$ cat src/rtl/dmem_access_ctrl.sv
// dmem_access_ctrl: arbitrates two requesters (A = load/store unit,
// B = debug/loader) onto a single 512-byte big-endian data memory. Each
// request is alignment-checked, then the memory strobe is driven with a
// setup cycle, MEM_LAT strobe cycles and a release cycle.
//
// Handshake: a requester raises req with rw/addr/wdata/size/sext stable and
// holds it until it sees a one-cycle ack (with err on rejection); it must
// drop req the cycle after ack. A req still high in IDLE is a new request.
module dmem_access_ctrl #(
  parameter int MEM_LAT = 1,
  parameter int ADDR_W  = 9
) (
  input  logic              clk,
  input  logic              reset,
  input  logic              a_req,
  input  logic              a_rw,
  input  logic [ADDR_W-1:0] a_addr,
  input  logic [31:0]       a_wdata,
  input  logic [1:0]        a_size,
  input  logic              a_sext,
  input  logic              b_req,
  input  logic              b_rw,
  input  logic [ADDR_W-1:0] b_addr,
  input  logic [31:0]       b_wdata,
  input  logic [1:0]        b_size,
  input  logic              b_sext,
  output logic              a_ack,
  output logic              a_err,
  output logic [31:0]       a_rdata,
  output logic              b_ack,
  output logic              b_err,
  output logic [31:0]       b_rdata,
  output logic              mem_enable,
  output logic              mem_rw,
  output logic [ADDR_W-1:0] mem_addr,
  output logic [31:0]       mem_din,
  output logic [1:0]        mem_size,
  output logic [1:0]        mem_sext,
  input  logic [31:0]       mem_dout,
  output logic              busy,
  output logic [2:0]        state_dbg
);

  typedef enum logic [2:0] {
    S_IDLE   = 3'd0,
    S_CHECK  = 3'd1,
    S_SETUP  = 3'd2,
    S_ACCESS = 3'd3,
    S_DONE   = 3'd4,
    S_ERR    = 3'd5
  } state_t;

  localparam logic [3:0] LAT = 4'(MEM_LAT);
  localparam logic       GRANT_A = 1'b0;
  localparam logic       GRANT_B = 1'b1;

  state_t            state_q, state_d;
  logic              grant_q, grant_d;
  logic              last_grant_q, last_grant_d;
  logic              rw_q, rw_d;
  logic [ADDR_W-1:0] addr_q, addr_d;
  logic [31:0]       wdata_q, wdata_d;
  logic [1:0]        size_q, size_d;
  logic              sext_q, sext_d;
  logic [3:0]        cnt_q, cnt_d;
  logic [31:0]       a_rdata_q, a_rdata_d;
  logic [31:0]       b_rdata_q, b_rdata_d;
  logic              illegal;

  // SPARC alignment: halfwords on even, words on 4-byte boundaries; size 11 never legal.
  assign illegal = (size_q == 2'b11) ||
                   ((size_q == 2'b01) && addr_q[0]) ||
                   ((size_q == 2'b10) && (addr_q[1:0] != 2'b00));

  // State and datapath registers; reset drops the strobe and discards any in-flight request.
  always_ff @(posedge clk or posedge reset) begin
    if (reset) begin
      state_q      <= S_IDLE;
      grant_q      <= GRANT_A;
      last_grant_q <= GRANT_B;
      rw_q         <= 1'b0;
      addr_q       <= '0;
      wdata_q      <= '0;
      size_q       <= 2'b00;
      sext_q       <= 1'b0;
      cnt_q        <= 4'd0;
      a_rdata_q    <= '0;
      b_rdata_q    <= '0;
    end else begin
      state_q      <= state_d;
      grant_q      <= grant_d;
      last_grant_q <= last_grant_d;
      rw_q         <= rw_d;
      addr_q       <= addr_d;
      wdata_q      <= wdata_d;
      size_q       <= size_d;
      sext_q       <= sext_d;
      cnt_q        <= cnt_d;
      a_rdata_q    <= a_rdata_d;
      b_rdata_q    <= b_rdata_d;
    end
  end

  // Next-state logic: round-robin grant, request latch, strobe counter, read capture.
  always_comb begin
    state_d      = state_q;
    grant_d      = grant_q;
    last_grant_d = last_grant_q;
    rw_d         = rw_q;
    addr_d       = addr_q;
    wdata_d      = wdata_q;
    size_d       = size_q;
    sext_d       = sext_q;
    cnt_d        = cnt_q;
    a_rdata_d    = a_rdata_q;
    b_rdata_d    = b_rdata_q;
    case (state_q)
      S_IDLE: begin
        if (a_req || b_req) begin
          // On conflict the port that did not win last time goes first.
          grant_d = (a_req && b_req) ? ~last_grant_q : b_req;
          if (grant_d == GRANT_B) begin
            rw_d    = b_rw;
            addr_d  = b_addr;
            wdata_d = b_wdata;
            size_d  = b_size;
            sext_d  = b_sext;
          end else begin
            rw_d    = a_rw;
            addr_d  = a_addr;
            wdata_d = a_wdata;
            size_d  = a_size;
            sext_d  = a_sext;
          end
          state_d = S_CHECK;
        end
      end
      S_CHECK: state_d = illegal ? S_ERR : S_SETUP;
      S_SETUP: begin
        cnt_d   = LAT;
        state_d = S_ACCESS;
      end
      S_ACCESS: begin
        if (cnt_q <= 4'd1) begin
          if (!rw_q) begin
            if (grant_q == GRANT_B) b_rdata_d = mem_dout;
            else                    a_rdata_d = mem_dout;
          end
          state_d = S_DONE;
        end else begin
          cnt_d = cnt_q - 4'd1;
        end
      end
      S_DONE, S_ERR: begin
        last_grant_d = grant_q;
        state_d      = S_IDLE;
      end
      default: state_d = S_IDLE;
    endcase
  end

  // Outputs decoded from state; memory controls held from SETUP through DONE.
  always_comb begin
    a_ack      = 1'b0;
    a_err      = 1'b0;
    b_ack      = 1'b0;
    b_err      = 1'b0;
    mem_enable = 1'b0;
    mem_rw     = 1'b0;
    mem_addr   = '0;
    mem_din    = '0;
    mem_size   = 2'b00;
    mem_sext   = 2'b00;
    if ((state_q == S_SETUP) || (state_q == S_ACCESS) || (state_q == S_DONE)) begin
      mem_rw   = rw_q;
      mem_addr = addr_q;
      mem_din  = wdata_q;
      mem_size = size_q;
      mem_sext = {1'b0, sext_q};
    end
    if (state_q == S_ACCESS) mem_enable = 1'b1;
    if ((state_q == S_DONE) || (state_q == S_ERR)) begin
      if (grant_q == GRANT_B) begin
        b_ack = 1'b1;
        b_err = (state_q == S_ERR);
      end else begin
        a_ack = 1'b1;
        a_err = (state_q == S_ERR);
      end
    end
  end

  assign a_rdata   = a_rdata_q;
  assign b_rdata   = b_rdata_q;
  assign busy      = (state_q != S_IDLE);
  assign state_dbg = state_q;

endmodule

$ cat config.mk
export PLATFORM = sky130hd
export DESIGN_NAME = dmem_access_ctrl
export DESIGN_NICKNAME = d
export VERILOG_FILES = /design/src/rtl/dmem_access_ctrl.sv
export SDC_FILE = /design/constraint.sdc
export NUM_CORES = 1
export LEC_CHECK = 0
export BUFFER_PORTS_ARGS = -buffer_cell sky130_fd_sc_hd__buf_2
export CAP_MARGIN = 25
export CELL_PAD_IN_SITES_DETAIL_PLACEMENT = 1
export CELL_PAD_IN_SITES_GLOBAL_PLACEMENT = 2
export CORE_MARGIN = 2
export CORE_UTILIZATION = 34
export DETAILED_ROUTE_END_ITERATION = 7
export PLACE_DENSITY = 0.84
export SETUP_SLACK_MARGIN = 0.3
export SYNTH_ARGS = -nofsm -noshare
export SYNTH_HDL_FRONTEND = slang
export SYNTH_SLANG_ARGS = --single-unit
$ cat constraint.sdc
create_clock -name clk -period 8.14 [get_ports clk]
set_input_delay 0.407 -clock clk [delete_from_list [all_inputs] [get_ports clk]]
set_output_delay 0.407 -clock clk [all_outputs]
set_load 0.1 [all_outputs]
Yosys cells after proc, flatten, opt, wreduce, memory -nomap -nowiden:

Index checks and enable logic that the tools add are counted.

* register bits: 118
* bits in latches: 0
* RAM bits: 0
* ROM bits: 0
* output and inout bits: 119
* logic and storage cells: 72
* memories kept: 0

* add/sub/neg operators: 1
* multiply operators: 0
* divide/modulo/power cells: 0
* magnitude comparators: 1
* equality and inequality tests: 11
* shift-type cells: 0
* multiplexer cells: 26
* bitwise gates (word level): 3
* reduce and logical (&&, ||, !) cells: 19

Operator list (count)
* 2-to-1 mux 32 bit: 2
* 2-to-1 mux 9 bit: 2
* 2-to-1 mux 1 bit: 14
* one-hot mux 3 bit (4 select lines): 1
* 2-to-1 mux 3 bit: 3
* one-hot mux 4 bit (2 select lines): 1
* AND reduction 4 bit: 2
* equality test 3 x 2 -> 1 bit, second input constant: 2
* equality test 3 bit, second input constant: 2
* logical OR 1 bit: 6
* != test 2 bit, second input constant: 3
* AND reduction 2 bit: 3
* equality test 2 bit, second input constant: 2
* <= comparator 4 x 1 -> 1 bit, second input constant: 1
* 2-to-1 mux 2 bit: 2
* 2-to-1 mux 4 bit: 1
* nonzero test 2 bit: 2
* subtractor 4 x 1 -> 4 bit, second input constant: 1
* equality test 3 x 1 -> 1 bit, second input constant: 1
* logical AND 1 bit: 3
* logical NOT 3 bit: 1
* NOT 1 bit: 3
* nonzero test 3 bit: 1
* equality test 2 x 1 -> 1 bit, second input constant: 1
* OR reduction 2 bit: 1

Depth between registers and ports, before layout:

* depth in word-level cells: 6
* gate-level depth with buffers: 7
* gate-level depth less buffers: 5

Worst setup path before layout:

No wires, ideal clock.

* kind: register to output
* from: reg state_q[2] (netlist: state_dbg[2])
* to: out b_err
* data arrival time: 3.529 ns
* setup slack: 4.204 ns
* stages on the path, launching flop included: 4
* path buffers: 0
* cell sequence: dfrtp_1 > or2b_1 > nor2_1 > and2_1

* cells in the longest elaborated chain, start to end: 3

Ends and longest elaborated chain
* from (decl): RTL line 57 `state_t state_q, state_d;`
* from (signal assigned): RTL line 90 `state_q <= state_d;`
* equality test 3 bit, on equally long branches: RTL line 182, 185
* 2-to-1 mux 1 bit / logical OR 1 bit (equally long branches): RTL line 183, 182
* 2-to-1 mux 1 bit (*): RTL line 182 `if ((state_q == S_DONE) || (state_q == S_ERR)) begin`
* to (decl): RTL line 31 `output logic b_err,`

Every way passes the cells marked *; elsewhere a longest branch is shown, timed or not.

Worst setup path in the final report:

* from: reg state_q[2] (netlist: state_dbg[2])
* to: out mem_din[30]

* cells in the longest elaborated chain, start to end: 4

Ends and longest elaborated chain
* equality test 3 x 2 -> 1 bit: RTL line 174 `if ((state_q == S_SETUP) || (state_q == S_ACCESS) || (state_q == S_DONE)) begin`
* logical OR 1 bit: RTL line 174
* logical OR 1 bit (*): RTL line 174
* 2-to-1 mux 32 bit (*): RTL line 174
* to (decl): RTL line 36 `output logic [31:0] mem_din,`

Marks and branches as above.

==> impl_metrics.env <==
export IMPL_clock_tree_from_tritoncts="yes"
export IMPL_slowest_delay_ns=0.48
export IMPL_cts_resized=0
export IMPL_synth_edff_count=0
export IMPL_first_global_vias=4524
export IMPL_regToRegStartpoint="state_dbg[0]"
export IMPL_critPathMaxFanout=45
export IMPL_synth_sequential_area_ratio=0.5016
export IMPL_clock_fmax_mhz=359.7
export IMPL_final_max_slew_viol_count=0
export IMPL_cts_inserted_buffers=17
export IMPL_critPathKind="reg -> out"
export IMPL_ioPinCount=245
export IMPL_routed_wirelength_mm=15.12
export IMPL_synth_top_area_share=0.4971
export IMPL_route_vias_total=4103
export IMPL_groute_usage_overall=0.1685
export IMPL_grt_remaining_overflow=0
export IMPL_postSynthRegisterBits=118
export IMPL_clock_tree_htree_level_count=4
export IMPL_placement_io_buffers=243
export IMPL_finalSetupViolations=0
export IMPL_cts_sinks=118
export IMPL_netlist_top_cell_by_area="dfrtp_1"
export IMPL_path_clk_slew_ns=0.05
export IMPL_dp_final_hpwl_mm=11.05
export IMPL_synthesis_instances=399
export IMPL_design_die_area_um2=18390
export IMPL_timing_critical_path_cells="nand2b_1, o21a_1, buf_4, and2b_1, buf_2"
export IMPL_critPathSlowestCell="dfrtp_1"
export IMPL_final_net_count=770
export IMPL_ant_nets=0
export IMPL_avgSynthCellArea_um2=14.76
export IMPL_ctsRootBufferMaster="clkbuf_16"
export IMPL_hold_viol_final=0
export IMPL_post_synthesis_instance_area_um2=5889
export IMPL_rsz_0062_raised_after_global_routing="no"
export IMPL_worstSkewPairLatency_ns=0.41
export IMPL_post_drt_wl_per_cell_um=17.19
export IMPL_initialDrtViolationCount=101
export IMPL_synth_lib_cells_used_distinct=48
export IMPL_floorplan_initialDensity=0.3441
export IMPL_synth_top_cells_by_area="dfrtp_1, mux2_4, mux2_2"
export IMPL_timing_setup_tns_ns=0
export IMPL_hold_class="in -> async"
export IMPL_syn_nets=527
export IMPL_fin_crit_sh=0.3416
export IMPL_worstSetupStartpoint="state_dbg[2]"
export IMPL_vertical_die_dimension_um=135.6
export IMPL_post_cts_repair_setup_buffers=0
export IMPL_cp_end_kind="output pin"
export IMPL_timing_slew_headroom=0.3712
export IMPL_antenna_diode_count=0
export IMPL_yosys_warnings=0
export IMPL_critical_path_required_ns=7.73
export IMPL_ys_dominant_reg_cell="dfrtp_1"
export IMPL_timing_clock_skew_ns=0.009088
export IMPL_result_of_the_run="complete, no violations"
export IMPL_globalplace_congestion=0.7560
export IMPL_max_cap_viol=0
export IMPL_grt_start_max_net_pins=76
export IMPL_top_library_cells_by_usage_in_the_layout_fill_and_taps_aside="buf_2, dfrtp_1, mux2_2"
export IMPL_grt_antenna_before_repair=0
export IMPL_finalCriticalPeriod_ns=2.780
export IMPL_coreArea_um2=17120
export IMPL_max_clock_path_buffers=2
export IMPL_cts_hold_fix_buffers=0
export IMPL_worst_endpoint_arrival_ns=2.37
export IMPL_startpoint_type_of_the_worst_setup_path="flop"
export IMPL_max_slew_worst_pin_slew_ns=0.9432
export IMPL_post_route_cells_drive_above_1_share=0.6733
export IMPL_async_reset_ff_frac=1.000
export IMPL_layout_cells_most_common="buf_2"
export IMPL_area_growth_synth_to_final_pct=34.35
export IMPL_placementRows=48
export IMPL_die_width_um=135.6
export IMPL_drc=0
export IMPL_grt_pass1_wl_mm=24.04
export IMPL_detail_route_first_pass_iterations=4
export IMPL_vias_cell=4.663
==> path summary, 6_finish.rpt <==
path | slack, ns | end | depth (start not counted)
worst max-delay path | 5.36 | mem_din[30] | 5
worst min-delay path | 0.06 | b_rdata[20] | 2
worst max register to register | 5.90 | a_rdata[31] | 3
worst min register to register | 0.49 | b_rdata[27] | 1
max in group asynchronous | 6.73 | b_rdata[27] | 3
min in group clk | 0.24 | a_rdata[28] | 2
==> synth_stat cells (2+ instances only) <==
cell type	n
dfrtp_1	117
mux2_2	84
mux2_4	69
nor2b_1	41
nor2_1	8
buf_12	7
and2b_1	5
buf_2	5
clkbuf_1	5
inv_1	5
buf_6	3
nand2_1	3
nand2b_1	3
o21ai_0	3
a21oi_1	2
a22o_1	2
and2_1	2
buf_4	2
ha_1	2
nor3_1	2
or2_2	2
==> final cells by class <==
cell class | instances | area, um2
well taps | 225 | 281.5
repair buffers | 247 | 1266
flip-flops and latches | 118 | 2954
multi-input cells | 253 | 2680
clock inverters | 13 | 276.5
inverters | 5 | 21.27
fillers | 1845 | 9204
clock buffers | 19 | 432.9
==> logic make-up after synthesis <==
| group | synth area share |
|---|---|
| AOI/OAI and AO/OA | 0.01934 |
| other | 0.0006367 |
| adders and majority gates | 0.004248 |
| and+or+nand+nor | 0.09051 |
| muxes | 0.3384 |
| buffers and inverters | 0.04525 |
| DFF | 0.5016 |
==> per-layer routing <==
| metal | share of wire | track usage | up-vias |
|---|---|---|---|
| met5 | 0 | 0 | - |
| met4 | 0.018 | 0.05961 | 0 |
| met3 | 0.078 | 0.05013 | 21 |
| met2 | 0.49 | 0.2856 | 176 |
| met1 | 0.42 | 0.2034 | 2026 |
| li1 | - | - | 1880 |
==> critical path: cells and delay by family, from the launching register on <==
kind,cells,cell delay (ns)
AO/OA/AOI/OAI,1,0.17
flip-flops,1,0.48
AND/OR/NAND/NOR,2,0.58
buffers and inverters,2,0.71
==> through the flow <==
step	hold slack (ns)	worst slack (ns)	std cells	util	cell area [um2]
global placement	0.4750	5.767	847	0.4192	7176
finish	0.06387	5.360	880	0.4623	7913
floorplan	0.4727	4.204	399	-	5889
CTS	0.07403	5.315	879	0.4607	7885
detailed placement	0.4835	5.653	847	0.4192	7176
global route	0.1012	5.156	880	0.4623	7913
==> registers in the layout (all words and copies together) (netlist names) <==
signal        count
wdata_q          32
addr_q            9
last_grant_q      1
sext_q            1
state_dbg         3
grant_q           1
cnt_q             4
a_rdata          32
b_rdata          32
rw_q              1
size_q            2
Power is not shown: default switching activity piles up to over one toggle a cycle in this logic, so the estimate is an artifact.
